==> src/rtl/wm_pkg.sv <==
// Shared phase codes, default durations and timer state encoding for the
// washing-machine phase timer.
package wm_pkg;

    localparam logic [2:0] PH_IDLE  = 3'd0;
    localparam logic [2:0] PH_FILL  = 3'd2;
    localparam logic [2:0] PH_HEAT  = 3'd3;
    localparam logic [2:0] PH_WASH  = 3'd4;
    localparam logic [2:0] PH_RINSE = 3'd5;
    localparam logic [2:0] PH_SPIN  = 3'd6;

    localparam int DEF_PRESCALE     = 1000;
    localparam int DEF_CNT_W        = 16;
    localparam int DEF_FILL_TIMEOUT = 120;
    localparam int DEF_HEAT_TIMEOUT = 300;
    localparam int DEF_WASH_TICKS   = 600;
    localparam int DEF_RINSE_TICKS  = 300;
    localparam int DEF_SPIN_TICKS   = 240;

    typedef enum logic [1:0] {
        ST_IDLE    = 2'd0,
        ST_RUN     = 2'd1,
        ST_EXPIRED = 2'd2
    } tmr_state_e;

    // op_vec = {spin, rinse, wash, heat, fill}; anything not one-hot is idle
    function automatic logic [2:0] decode_op(input logic [4:0] op_vec);
        logic [2:0] code;
        code = PH_IDLE;
        case (op_vec)
            5'b00001: code = PH_FILL;
            5'b00010: code = PH_HEAT;
            5'b00100: code = PH_WASH;
            5'b01000: code = PH_RINSE;
            5'b10000: code = PH_SPIN;
            default:  code = PH_IDLE;
        endcase
        return code;
    endfunction

endpackage

==> src/rtl/wm_prescaler.sv <==
// Divides enabled clock cycles down to a one-cycle timer tick every PRESCALE
// enabled cycles; clear restarts the count from zero.
module wm_prescaler #(
    parameter int PRESCALE = 1000
) (
    input  logic clock,
    input  logic reset,
    input  logic enable,
    input  logic clear,
    output logic tick
);

    localparam int W = (PRESCALE > 1) ? $clog2(PRESCALE) : 1;
    localparam logic [W-1:0] LAST  = W'(PRESCALE - 1);
    localparam logic [W-1:0] ONE_W = W'(1);

    logic [W-1:0] r_cnt;
    logic         w_wrap;

    assign w_wrap = (r_cnt == LAST);
    assign tick   = enable && w_wrap;

    always_ff @(posedge clock) begin
        if (reset || clear) begin
            r_cnt <= '0;
        end else if (enable) begin
            r_cnt <= w_wrap ? '0 : r_cnt + ONE_W;
        end
    end

endmodule

==> src/rtl/wm_phase_timer.sv <==
// Measures each controller phase and raises timeout/completion levels once
// the phase's tick budget is used up.
//   state   | meaning
//   IDLE    | no operation requested, outputs low
//   RUN     | counting down the active phase's budget
//   EXPIRED | budget used up, remaining held at 0, level output high
module wm_phase_timer
    import wm_pkg::*;
#(
    parameter int PRESCALE     = DEF_PRESCALE,
    parameter int CNT_W        = DEF_CNT_W,
    parameter int FILL_TIMEOUT = DEF_FILL_TIMEOUT,
    parameter int HEAT_TIMEOUT = DEF_HEAT_TIMEOUT,
    parameter int WASH_TICKS   = DEF_WASH_TICKS,
    parameter int RINSE_TICKS  = DEF_RINSE_TICKS,
    parameter int SPIN_TICKS   = DEF_SPIN_TICKS
) (
    input  logic             clock,
    input  logic             reset,
    input  logic             fill_Water_Operation,
    input  logic             heat_Water_Operation,
    input  logic             wash_Operation,
    input  logic             rinse_Operation,
    input  logic             spin_Operation,
    input  logic             sig_Pause,
    output logic             sig_Time_Out,
    output logic             sig_Wash_Completed,
    output logic             sig_Rinse_Completed,
    output logic             sig_Spin_Completed,
    output logic             sig_Phase_Error,
    output logic [2:0]       phase,
    output logic [CNT_W-1:0] remaining
);

    localparam logic [CNT_W-1:0] ONE_C = CNT_W'(1);

    function automatic logic [CNT_W-1:0] phase_limit(input logic [2:0] ph);
        logic [CNT_W-1:0] lim;
        lim = '0;
        case (ph)
            PH_FILL:  lim = CNT_W'(FILL_TIMEOUT);
            PH_HEAT:  lim = CNT_W'(HEAT_TIMEOUT);
            PH_WASH:  lim = CNT_W'(WASH_TICKS);
            PH_RINSE: lim = CNT_W'(RINSE_TICKS);
            PH_SPIN:  lim = CNT_W'(SPIN_TICKS);
            default:  lim = '0;
        endcase
        return lim;
    endfunction

    logic [4:0]       w_op_vec;
    logic [2:0]       w_req;
    logic             w_multi;
    logic             w_tick;
    logic             w_entry;
    logic             w_pre_en;

    tmr_state_e       r_state, w_nxt_state;
    logic [2:0]       r_phase, w_nxt_phase;
    logic [CNT_W-1:0] r_rem, w_nxt_rem;
    logic             r_exp, w_nxt_exp;
    logic             r_err;

    assign w_op_vec = {spin_Operation, rinse_Operation, wash_Operation,
                       heat_Water_Operation, fill_Water_Operation};
    assign w_multi  = |(w_op_vec & (w_op_vec - 5'd1));
    assign w_req    = decode_op(w_op_vec);
    assign w_pre_en = (r_state == ST_RUN) && !sig_Pause;

    wm_prescaler #(
        .PRESCALE (PRESCALE)
    ) u_prescaler (
        .clock  (clock),
        .reset  (reset),
        .enable (w_pre_en),
        .clear  (w_entry),
        .tick   (w_tick)
    );

    always_ff @(posedge clock) begin
        if (reset) begin
            r_state <= ST_IDLE;
            r_phase <= PH_IDLE;
            r_rem   <= '0;
            r_exp   <= 1'b0;
            r_err   <= 1'b0;
        end else begin
            r_state <= w_nxt_state;
            r_phase <= w_nxt_phase;
            r_rem   <= w_nxt_rem;
            r_exp   <= w_nxt_exp;
            r_err   <= w_multi;
        end
    end

    // Entry and exit outrank any decrement on the same edge.
    always_comb begin
        w_nxt_state = r_state;
        w_nxt_phase = r_phase;
        w_nxt_rem   = r_rem;
        w_nxt_exp   = r_exp;
        w_entry     = 1'b0;
        if (w_req != PH_IDLE && w_req != r_phase) begin
            w_entry     = 1'b1;
            w_nxt_phase = w_req;
            w_nxt_rem   = phase_limit(w_req);
            w_nxt_exp   = 1'b0;
            w_nxt_state = ST_RUN;
        end else if (w_req == PH_IDLE) begin
            w_nxt_phase = PH_IDLE;
            w_nxt_rem   = '0;
            w_nxt_exp   = 1'b0;
            w_nxt_state = ST_IDLE;
        end else begin
            case (r_state)
                ST_RUN: begin
                    if (r_rem == '0) begin
                        w_nxt_exp   = 1'b1;
                        w_nxt_state = ST_EXPIRED;
                    end else if (w_tick) begin
                        w_nxt_rem = r_rem - ONE_C;
                        if (r_rem == ONE_C) begin
                            w_nxt_exp   = 1'b1;
                            w_nxt_state = ST_EXPIRED;
                        end
                    end
                end
                ST_IDLE, ST_EXPIRED: begin
                    w_nxt_state = r_state;
                end
                default: begin
                    w_nxt_state = ST_IDLE;
                end
            endcase
        end
    end

    assign sig_Time_Out        = r_exp && (r_phase == PH_FILL || r_phase == PH_HEAT);
    assign sig_Wash_Completed  = r_exp && (r_phase == PH_WASH);
    assign sig_Rinse_Completed = r_exp && (r_phase == PH_RINSE);
    assign sig_Spin_Completed  = r_exp && (r_phase == PH_SPIN);
    assign sig_Phase_Error     = r_err;
    assign phase               = r_phase;
    assign remaining           = r_rem;

endmodule

==> config.mk <==
export PLATFORM = sky130hd
export DESIGN_NAME = wm_phase_timer
export DESIGN_NICKNAME = d
export VERILOG_FILES = /design/src/rtl/wm_pkg.sv /design/src/rtl/wm_prescaler.sv /design/src/rtl/wm_phase_timer.sv
export SDC_FILE = /design/constraint.sdc
export NUM_CORES = 1
export LEC_CHECK = 0
export CAP_MARGIN = 20
export CORE_MARGIN = 5
export CORE_UTILIZATION = 55
export DETAILED_ROUTE_END_ITERATION = 6
export HOLD_SLACK_MARGIN = 0.1
export PLACE_DENSITY = 0.77
export SYNTH_ARGS = -nofsm -noshare
export SYNTH_HDL_FRONTEND = slang
export SYNTH_SLANG_ARGS = --single-unit
==> constraint.sdc <==
create_clock -name clock -period 6.3 [get_ports clock]
set_input_delay 1.26 -clock clock [delete_from_list [all_inputs] [get_ports clock]]
set_output_delay 1.26 -clock clock [all_outputs]
set_load 0.005 [all_outputs]
==> results of run 1 <==
[worst max-delay path by stage]
stage | from | end
after floorplan | heat_Water_Operation | remaining[4]
after global placement | rinse_Operation | remaining[9]
after detailed placement | spin_Operation | remaining[9]
after CTS | spin_Operation | remaining[9]
after global routing | spin_Operation | remaining[4]
final | spin_Operation | remaining[6]
[cell usage in the layout, fill, tap and decap left out, types with 2 or more instances in the layout]
cell	instances
nor2b_1	5
mux2i_1	3
nand2b_1	6
and3_1	3
a2111oi_2	2
or3_1	6
inv_1	12
clkbuf_8	6
a21oi_1	14
nand2_1	11
buf_4	2
and2_1	3
nand4_1	5
nand3_1	8
nand4bb_1	2
o31a_1	2
xor2_1	6
o21a_1	4
nand3b_1	2
o21ai_0	12
a211oi_1	6
nor2_1	26
xnor2_1	8
a21o_1	3
nor4_1	8
nor3_1	13
clkdlybuf4s50_1	31
nor3b_1	4
dfxtp_1	33
o211ai_1	3
or2_2	3
ha_1	3
a31oi_1	2
a32oi_1	5
[cell type report]
| type | count | area share [%] |
|---|---|---|
| Timing Repair Buffer | 33 | 12.86 |
| Inverter | 12 | 1.780 |
| Sequential cell | 33 | 26.11 |
| Clock buffer | 7 | 3.412 |
| Clock inverter | 1 | 1.187 |
| Tap cell | 48 | 2.374 |
| Multi-Input combinational cell | 201 | 52.27 |
[state kept, by name (all words and copies together), names as in the netlist]
| name | count |
|---|---|
| r_exp | 1 |
| r_state | 2 |
| sig_Phase_Error | 1 |
| u_prescaler.r_cnt | 10 |
| remaining | 16 |
| phase | 3 |
[report_power, final]
group | internal [mW] | switching (mW)
registers | 0.214 | 0.00843
clock network | 0.129 | 0.0803
logic | 0.0504 | 0.0619
total | 0.394 | 0.151
[layer usage]
layer | vias to the layer above | GRT usage, %
li1 | 1008 | -
met1 | 939 | 27.83
met2 | 46 | 31.63
met3 | 8 | 5.891
met4 | 0 | 6.681
met5 | - | 0
[cells in the mapped netlist (3+ instances only)]
cell type	n	area (um2)
o211ai_1	3	22.52
and3_1	3	18.77
nor2b_1	5	31.28
nor4_1	8	50.05
dfxtp_1	33	660.6
nand3_1	8	40.04
clkbuf_1	5	18.77
a32oi_1	5	43.79
a21oi_1	14	70.07
a21o_1	3	22.52
a211oi_1	6	45.04
nand2_1	11	41.29
o21ai_0	12	60.06
ha_1	3	37.54
xnor2_1	8	70.07
or3_1	6	37.54
nand4_1	5	31.28
nand2b_1	6	37.54
mux2i_1	3	30.03
or2_2	3	18.77
nor3_1	13	65.06
buf_2	10	50.05
xor2_1	6	52.55
nor2_1	26	97.59
o21a_1	4	30.03
inv_1	12	45.04
and2_1	3	18.77
nor3b_1	4	30.03
[cells by family (layout without fill, tap and decap cells)]
group	after synthesis	count (layout)	synth area share (%)
AO/OA/AOI/OAI	65	65	22.04
XOR/XNOR	14	14	5.837
adder cells (fa/ha/maj)	3	3	1.787
buffers and inverters	28	53	5.598
flip-flops	33	33	31.45
multiplexers	4	4	1.965
AND/OR/NAND/NOR	115	115	31.33
[worst reg2reg max path: cells and delay by family (launching register included)]
family / cells / cell delay (ns)
AO/OA/AOI/OAI: 2 / 0.29
buffers and inverters: 1 / 0.27
flip-flops: 1 / 0.40
AND/OR/NAND/NOR: 3 / 1.47
==> flow_summary.yaml, run 1 <==
placed_design:
  io_buffers: 31
  dp_slack_ns: 2.078
  place_area_mm2: 0.002406
  dp_cells: 326
  dp_hpwl_mm: 3.496
  place.gp.congestion: 0.8283
synth:
  synth_cell_types: 57
  synth_edf_count: 0
  async_flop_share_pct: 0
  syn_area_mm2: 0.002101
  ys_seq_area_share_pct: 31.45
  synth-main-ff-cell: "dfxtp_1"
  syn_avg_cell_area_um2: 8.018
  ys_warn_count: 0
  ys_seq_elements: 33
  synth_cells: 262
  syn-num-nets: 273
detailed_routing:
  drc_errors: 0
  first_iter_violations: 178
  top_layer: "met4"
  drt_wl_total_mm: 4.892
  first_pass_iters: 4
  dr_wl_met2_mm: 2.178
  met1Wirelength_mm: 2.412
  ant_nets: 0
  vias: 2001
  wire_per_inst_um: 14.60
  wl_met3_um: 231
  vias_per_cell: 5.973
status:
  outcome: "completed"
critical_path:
  cp.depth: 7
  critPathTopFamily: "simple AND/OR/NAND/NOR gates"
  cp_slowest_cell: "clkdlybuf4s50_1"
  worstPathRequired_ns: 6.50
  cp_common_cell: "nor3_1"
  critPathKind: "primary input to flop"
  worstPathArrival_ns: 4.09
  worstReg2RegEnd: "remaining[9]"
  rr_startpoint: "remaining[4]"
  r2r_slack_ns: 3.73
  cp.buffers_inverters: 1
  crit_chain: "clkdlybuf4s50_1, nor3_1, and3_1, o211ai_2, nor3_1, a21oi_1, a2111oi_2"
  cp_slowest_stage_delay_ns: 0.72
  cp_max_fo: 19
  worstSetupEndpointType: "flop"
  crit_path_start_kind: "primary input"
  r2r_cells: 6
timing:
  finalSetupTns_ns: 0
  fmax_ghz: 0.2569
  final-setup-viol-count: 0
  clock_skew_ns: 0.008349
  finalHoldViolCount: 0
  slew_headroom_pct: 45.18
  tightest_slew_ns: 0.8160
  period_needed_ns: 3.893
  rsz0062_at_grt: "no"
  slew_violations: 0
  hold_ws_ns: 0.4800
  fin_crit_sh_pct: 61.80
  setup_slack_ns: 2.407
flow_run:
  drv_cap: 0
clocking:
  clkTransAtPathRegs_ns: 0.07
  h-tree-depth: 2
  clock_latency_ns: 0.30
  clk_path_buf_depth: 2
  cts_tree: "done"
  cts_buffers: 5
  postCtsSetupBuffers: 0
  cts.sinks: 33
  hold_buffers: 0
  cts-root-buf: "clkbuf_8"
  cts_resized: 0
global_routing:
  grt_pass1_vias: 1869
  overflow: 0
  grt_start_max_net_pins: 20
  antenna_found_initial: 0
  grt_pass1_wl_mm: 8.618
  track_usage_pct: 20.63
die:
  die_w_um: 71.80
  std_cell_rows: 22
  ioPinCount: 32
  die_y_um: 71.80
  start_util_pct: 56.95
  die_area_mm2: 0.005155
  coreArea_mm2: 0.003689
finish:
  num_antenna_cells: 0
  stdcell_area_mm2: 0.002530
  post-route-util_pct: 68.59
  multi_input_area_mm2: 0.001323
  nFillCells: 323
  final_cell_count_no_fill: 335
  drive_above_1_share_pct: 6.969
  layout.nets: 297
  seq_area_um2: 660.6
  areaGrowthSynthToFinish_pct: 20.43
min_path:
  hold_depth: 2
  hold_start: "r_exp"
  hp-class: "flop to flop"
  holdPathEnd: "r_exp"
pwr:
  p_leak_nw: 0.8625
  ir_drop_mv: 0.1690
  finalPower_mw: 0.5443
  p_per_area_mw_per_mm2: 215.2
Note: power is estimated with default switching activity, not from simulation.
==> run 2: changes to the inputs <==
--- a/config.mk
+++ b/config.mk
@@ -7,10 +7,10 @@
 export LEC_CHECK = 0
 export CAP_MARGIN = 20
 export CORE_MARGIN = 5
-export CORE_UTILIZATION = 55
+export CORE_UTILIZATION = 49
 export DETAILED_ROUTE_END_ITERATION = 6
 export HOLD_SLACK_MARGIN = 0.1
-export PLACE_DENSITY = 0.77
+export PLACE_DENSITY = 0.72
 export SYNTH_ARGS = -nofsm -noshare
 export SYNTH_HDL_FRONTEND = slang
 export SYNTH_SLANG_ARGS = --single-unit
==> constraint.sdc (replaced) <==
create_clock -name clock -period 3.3 [get_ports clock]
set_input_delay 0.66 -clock clock [delete_from_list [all_inputs] [get_ports clock]]
set_output_delay 0.66 -clock clock [all_outputs]
set_load 0.005 [all_outputs]
==> run 2 against run 1 <==
Final cell count rose by 4.5%. Clock skew fell by 0.0030 ns. Global-route usage fell by 0.78 points. Sequential power rose by 91%. Combinational power rose by 100%. First-iteration DRC count rose by 1.1%. Sequential share of layout area fell by 0.99 points. Critical endpoint unchanged. Highest routed layer unchanged.
==> flow_summary.yaml, run 2 (synthesis gave the netlist of run 1 again) <==
status:
  outcome: "completed"
min_path:
  hold_start: "r_exp"
  holdPathEnd: "r_exp"
  hp-class: "flop to flop"
  hold_depth: 2
pwr:
  ir_drop_mv: 0.2652
  sw_frac_of_total_pct: 27.43
  p_seq_share_pct: 40.6
  pwr-share-clk_pct: 37.7
  p_int_mw: 0.7614
  p_per_area_mw_per_mm2: 398.9
  p_leak_nw: 0.9278
  finalPower_mw: 1.049
  power.switching_mw: 0.2878
  power_frac_comb_pct: 21.6
flow_run:
  drv_cap: 0
placed_design:
  dp_hpwl_mm: 3.839
  dp_slack_ns: 0.1537
  dp_cells: 342
  place.gp.congestion: 0.7919
  io_buffers: 31
  place_area_mm2: 0.002514
clocking:
  cts_buffers: 5
  cts-root-buf: "clkbuf_8"
  cts.sinks: 33
  clock_latency_ns: 0.29
  hold_buffers: 0
  postCtsSetupBuffers: 0
  clk_path_buf_depth: 2
  clkTransAtPathRegs_ns: 0.07
  cts_resized: 0
  h-tree-depth: 2
  cts_tree: "done"
die:
  std_cell_rows: 23
  die_area_mm2: 0.005696
  die_w_um: 75.48
  ioPinCount: 32
  start_util_pct: 51.41
  die_y_um: 75.48
  coreArea_mm2: 0.004086
timing:
  finalHoldViolCount: 0
  slew_violations: 0
  period_needed_ns: 2.849
  tightest_slew_ns: 0.6019
  setup_slack_ns: 0.4512
  clock_skew_ns: 0.005315
  fmax_ghz: 0.3510
  final-setup-viol-count: 0
  slew_headroom_pct: 59.56
  rsz0062_at_grt: "no"
  fin_crit_sh_pct: 86.33
  finalSetupTns_ns: 0
global_routing:
  antenna_found_initial: 0
  grt_pass1_wl_mm: 8.756
  grt_pass1_vias: 1872
  grt_start_max_net_pins: 13
  overflow: 0
  track_usage_pct: 19.85
finish:
  final_cell_count_no_fill: 350
  largest_reg_flops: 16
  num_antenna_cells: 0
  layout.nets: 310
  drive_above_1_share_pct: 11.00
  areaGrowthSynthToFinish_pct: 25.19
  nFillCells: 379
  final_common_cell: "dfxtp_1"
  stdcell_area_mm2: 0.002630
  final_cell_mix: "33 x dfxtp_1, 31 x clkdlybuf4s50_1, 26 x nor2_1"
critical_path:
  crit_path_start_kind: "primary input"
  worstSetupEndpointType: "flop"
  worstPathRequired_ns: 3.47
  cp_max_fo: 9
  critPathKind: "primary input to flop"
  r2r_slack_ns: 0.89
  worstReg2RegEnd: "remaining[6]"
  worstPathArrival_ns: 3.02
  r2r_cells: 7
  rr_startpoint: "remaining[4]"
detailed_routing:
  vias: 2078
  wire_per_inst_um: 14.87
  vias_per_cell: 5.937
  drc_errors: 0
  ant_nets: 0
  first_iter_violations: 180
  drt_wl_total_mm: 5.206
  first_pass_iters: 4
## run 2: cell count changes in the layout (fill, tap and decap cells not counted), sizes merged
cell	change
buf	+13
## run 2: worst max-delay path, cell delays in order
cell	delay, ns
clkdlybuf4s50_1	0.64
buf_4	0.20
xor2_1	0.28
o211ai_1	0.20
and2_1	0.25
nor3_1	0.16
buf_4	0.19
a21oi_1	0.08
a2111oi_2	0.36
## run 2: per-layer routing
layer  vias to the layer above  part of all wire, %  wire length (um)  track usage, %
met3                         7                  5.7               298           4.090
met4                         0                  1.2                65           6.214
met1                       976                   46              2396           26.17
met2                        59                   47              2445           32.60
li1                       1036                    -                 -               -
met5                         -                    0                 0               0
## run 2: power groups by stage
stage	Sequential, mW	Combinational [mW]	Clock, mW
3_5_place_dp	0.434	0.227	0
4_1_cts	0.426	0.228	0.401
3_3_place_gp	0.434	0.222	0
2_1_floorplan	0.430	0.159	0
5_1_grt	0.428	0.253	0.422
6_report	0.426	0.227	0.396
## run 2: area by class of cell
class	instances	area, um2	share of cell area (%)
Multi-Input combinational cell	201	1323	50.29
Sequential cell	33	660.6	25.12
Timing Repair Buffer	46	422.9	16.08
Clock buffer	7	86.33	3.283
Tap cell	50	62.56	2.379
Inverter	12	45.04	1.713
Clock inverter	1	30.03	1.142
## run 2: how the worst max path moves through the flow
stage,startpoint,to,slack (ns),cells after the start
2_1_floorplan,heat_Water_Operation,remaining[4],0.78,7
3_3_place_gp,rinse_Operation,remaining[6],0.25,9
3_5_place_dp,rinse_Operation,remaining[6],0.15,9
4_1_cts,rinse_Operation,remaining[6],0.46,9
5_1_grt,rinse_Operation,remaining[6],0.21,9
6_report,rinse_Operation,remaining[6],0.45,9
## run 2: stage by stage
step / util (%) / hold slack, ns
2_1_floorplan: - / 0.4390
3_3_place_gp: 61.51 / 0.4713
3_5_place_dp: 61.51 / 0.4751
4_1_cts: 64.36 / 0.4815
5_1_grt: 64.36 / 0.5207
6_report: 64.36 / 0.4912
==> run 3: changes to the inputs <==
--- a/config.mk
+++ b/config.mk
@@ -11,6 +11,7 @@
 export DETAILED_ROUTE_END_ITERATION = 6
 export HOLD_SLACK_MARGIN = 0.1
 export PLACE_DENSITY = 0.72
+export RECOVER_POWER = 100
 export SYNTH_ARGS = -nofsm -noshare
 export SYNTH_HDL_FRONTEND = slang
 export SYNTH_SLANG_ARGS = --single-unit
==> run 3 against run 2 <==
Final cell count unchanged. Register-to-register slack better by 0.04 ns. Via count is 0.72% lower. Sequential power hardly changed. Final area shrank 0.62%. Wire length shrank 0.71%. Sequential cell count did not move. First-iteration DRC count rose by 2.2%. Global-route usage stayed put. Critical path type unchanged. Critical endpoint unchanged.
==> flow_summary.yaml, run 3 (synthesis gave the netlist of run 1 again) <==
global_routing:
  grt_pass1_wl_mm: 8.756
  track_usage_pct: 19.85
  antenna_found_initial: 0
  grt_start_max_net_pins: 13
  overflow: 0
  grt_pass1_vias: 1872
die:
  die_y_um: 75.48
  ioPinCount: 32
  start_util_pct: 51.41
  die_w_um: 75.48
  die_area_mm2: 0.005696
  coreArea_mm2: 0.004086
  std_cell_rows: 23
critical_path:
  cp.buffers_inverters: 3
  cp_slowest_cell: "dlygate4sd3_1"
  worstPathRequired_ns: 3.47
  critPathKind: "primary input to flop"
  crit_path_start_kind: "primary input"
  worstSetupEndpointType: "flop"
  crit_chain: "dlygate4sd3_1, buf_4, xor2_1, o211ai_1, and2_1, nor3_1, buf_4, a21oi_1, a2111oi_2"
  r2r_slack_ns: 0.93
  worstPathArrival_ns: 3.07
  cp_max_fo: 9
  r2r_cells: 7
  cp_common_cell: "buf_4"
  cp-startpoint: "rinse_Operation"
  worstReg2RegEnd: "remaining[6]"
  critPathTopFamily: "buffers and inverters"
  cp_slowest_stage_delay_ns: 0.71
  rr_startpoint: "remaining[4]"
detailed_routing:
  vias_per_cell: 5.894
  drc_errors: 0
  first_iter_violations: 184
  ant_nets: 0
  vias: 2063
  first_pass_iters: 4
  drt_wl_total_mm: 5.169
  wire_per_inst_um: 14.77
timing:
  tightest_slew_ns: 0.6108
  setup_slack_ns: 0.4045
  clock_skew_ns: 0.005311
  period_needed_ns: 2.895
  finalHoldViolCount: 0
  fin_crit_sh_pct: 87.74
  slew_violations: 0
  final-setup-viol-count: 0
  slew_headroom_pct: 58.97
  rsz0062_at_grt: "no"
  finalSetupTns_ns: 0
  fmax_ghz: 0.3454
min_path:
  hold_start: "r_exp"
  hp-class: "flop to flop"
  holdPathEnd: "r_exp"
  hold_depth: 2
finish:
  largest_reg_flops: 16
  final_cell_count_no_fill: 350
  num_antenna_cells: 0
  final_common_cell: "dfxtp_1"
  final_cell_mix: "33 x dfxtp_1, 26 x nor2_1, 26 x dlygate4sd3_1"
  areaGrowthSynthToFinish_pct: 24.42
  layout.nets: 310
  drive_above_1_share_pct: 10.00
  post-route-util_pct: 63.96
clocking:
  cts-root-buf: "clkbuf_8"
  cts_buffers: 5
  postCtsSetupBuffers: 0
  cts.sinks: 33
  clk_path_buf_depth: 2
  clkTransAtPathRegs_ns: 0.07
  cts_tree: "done"
  h-tree-depth: 2
  cts_resized: 0
  clock_latency_ns: 0.29
  hold_buffers: 0
placed_design:
  dp_hpwl_mm: 3.839
  place.gp.congestion: 0.7919
  io_buffers: 31
  dp_slack_ns: 0.1537
  dp_cells: 342
flow_run:
  drv_cap: 0
status:
  outcome: "completed"
pwr:
  ir_drop_mv: 0.2655
  p_per_area_mw_per_mm2: 398.2
  p_leak_nw: 0.9972
[run 3: cell types whose count changed in the layout (fill, tap and decap cells not counted), sizes merged]
cell           delta
dlygate4sd3      +26
clkdlybuf4s50    -26
clkbuf            +3
buf               -3
[run 3: metal layers]
metal / global-route usage, % / vias to the layer above / share of wire, %
met5: 0 / - / 0
met4: 6.214 / 0 / 1.4
met2: 32.60 / 57 / 46
li1: - / 1036 / -
met3: 4.090 / 9 / 5.8
met1: 26.17 / 961 / 47
[run 3: worst max path at each step]
stage,to,slack [ns],depth (start not counted)
after detailed placement,remaining[6],0.15,9
final,remaining[6],0.40,9
after global routing,remaining[6],0.15,9
after floorplan,remaining[4],0.78,7
after CTS,remaining[6],0.46,9
after global placement,remaining[6],0.25,9
[run 3: power breakdown]
| part | internal, mW | switching (mW) |
|---|---|---|
| clock | 0.246 | 0.150 |
| combinational | 0.0993 | 0.120 |
| sequential | 0.409 | 0.0164 |
| total | 0.755 | 0.286 |
[run 3: layout make-up]
| cell class | count | area, um2 |
|---|---|---|
| Sequential cell | 33 | 660.6 |
| Timing Repair Buffer | 46 | 412.9 |
| Inverter | 12 | 45.04 |
| Clock buffer | 7 | 86.33 |
| Fill cell | 383 | 1473 |
| Clock inverter | 1 | 30.03 |
| Multi-Input combinational cell | 201 | 1316 |
| Tap cell | 50 | 62.56 |
[run 3: through the flow]
| step | cell area [um2] | hold slack, ns | total power [mW] |
|---|---|---|---|
| finish | 2614 | 0.4871 | 1.041 |
| global route | 2614 | 0.5207 | 1.095 |
| CTS | 2630 | 0.4815 | 1.055 |
| detailed placement | 2514 | 0.4751 | 0.6611 |
| global placement | 2514 | 0.4713 | 0.6560 |
| floorplan | 2101 | 0.4390 | 0.5885 |
[run 3: worst reg2reg max path: cells and delay by family (launching register included)]
family,cells,cell delay [ns]
simple gates,3,1.04
compound gates,3,0.60
flops,1,0.40
buf+inv,1,0.21
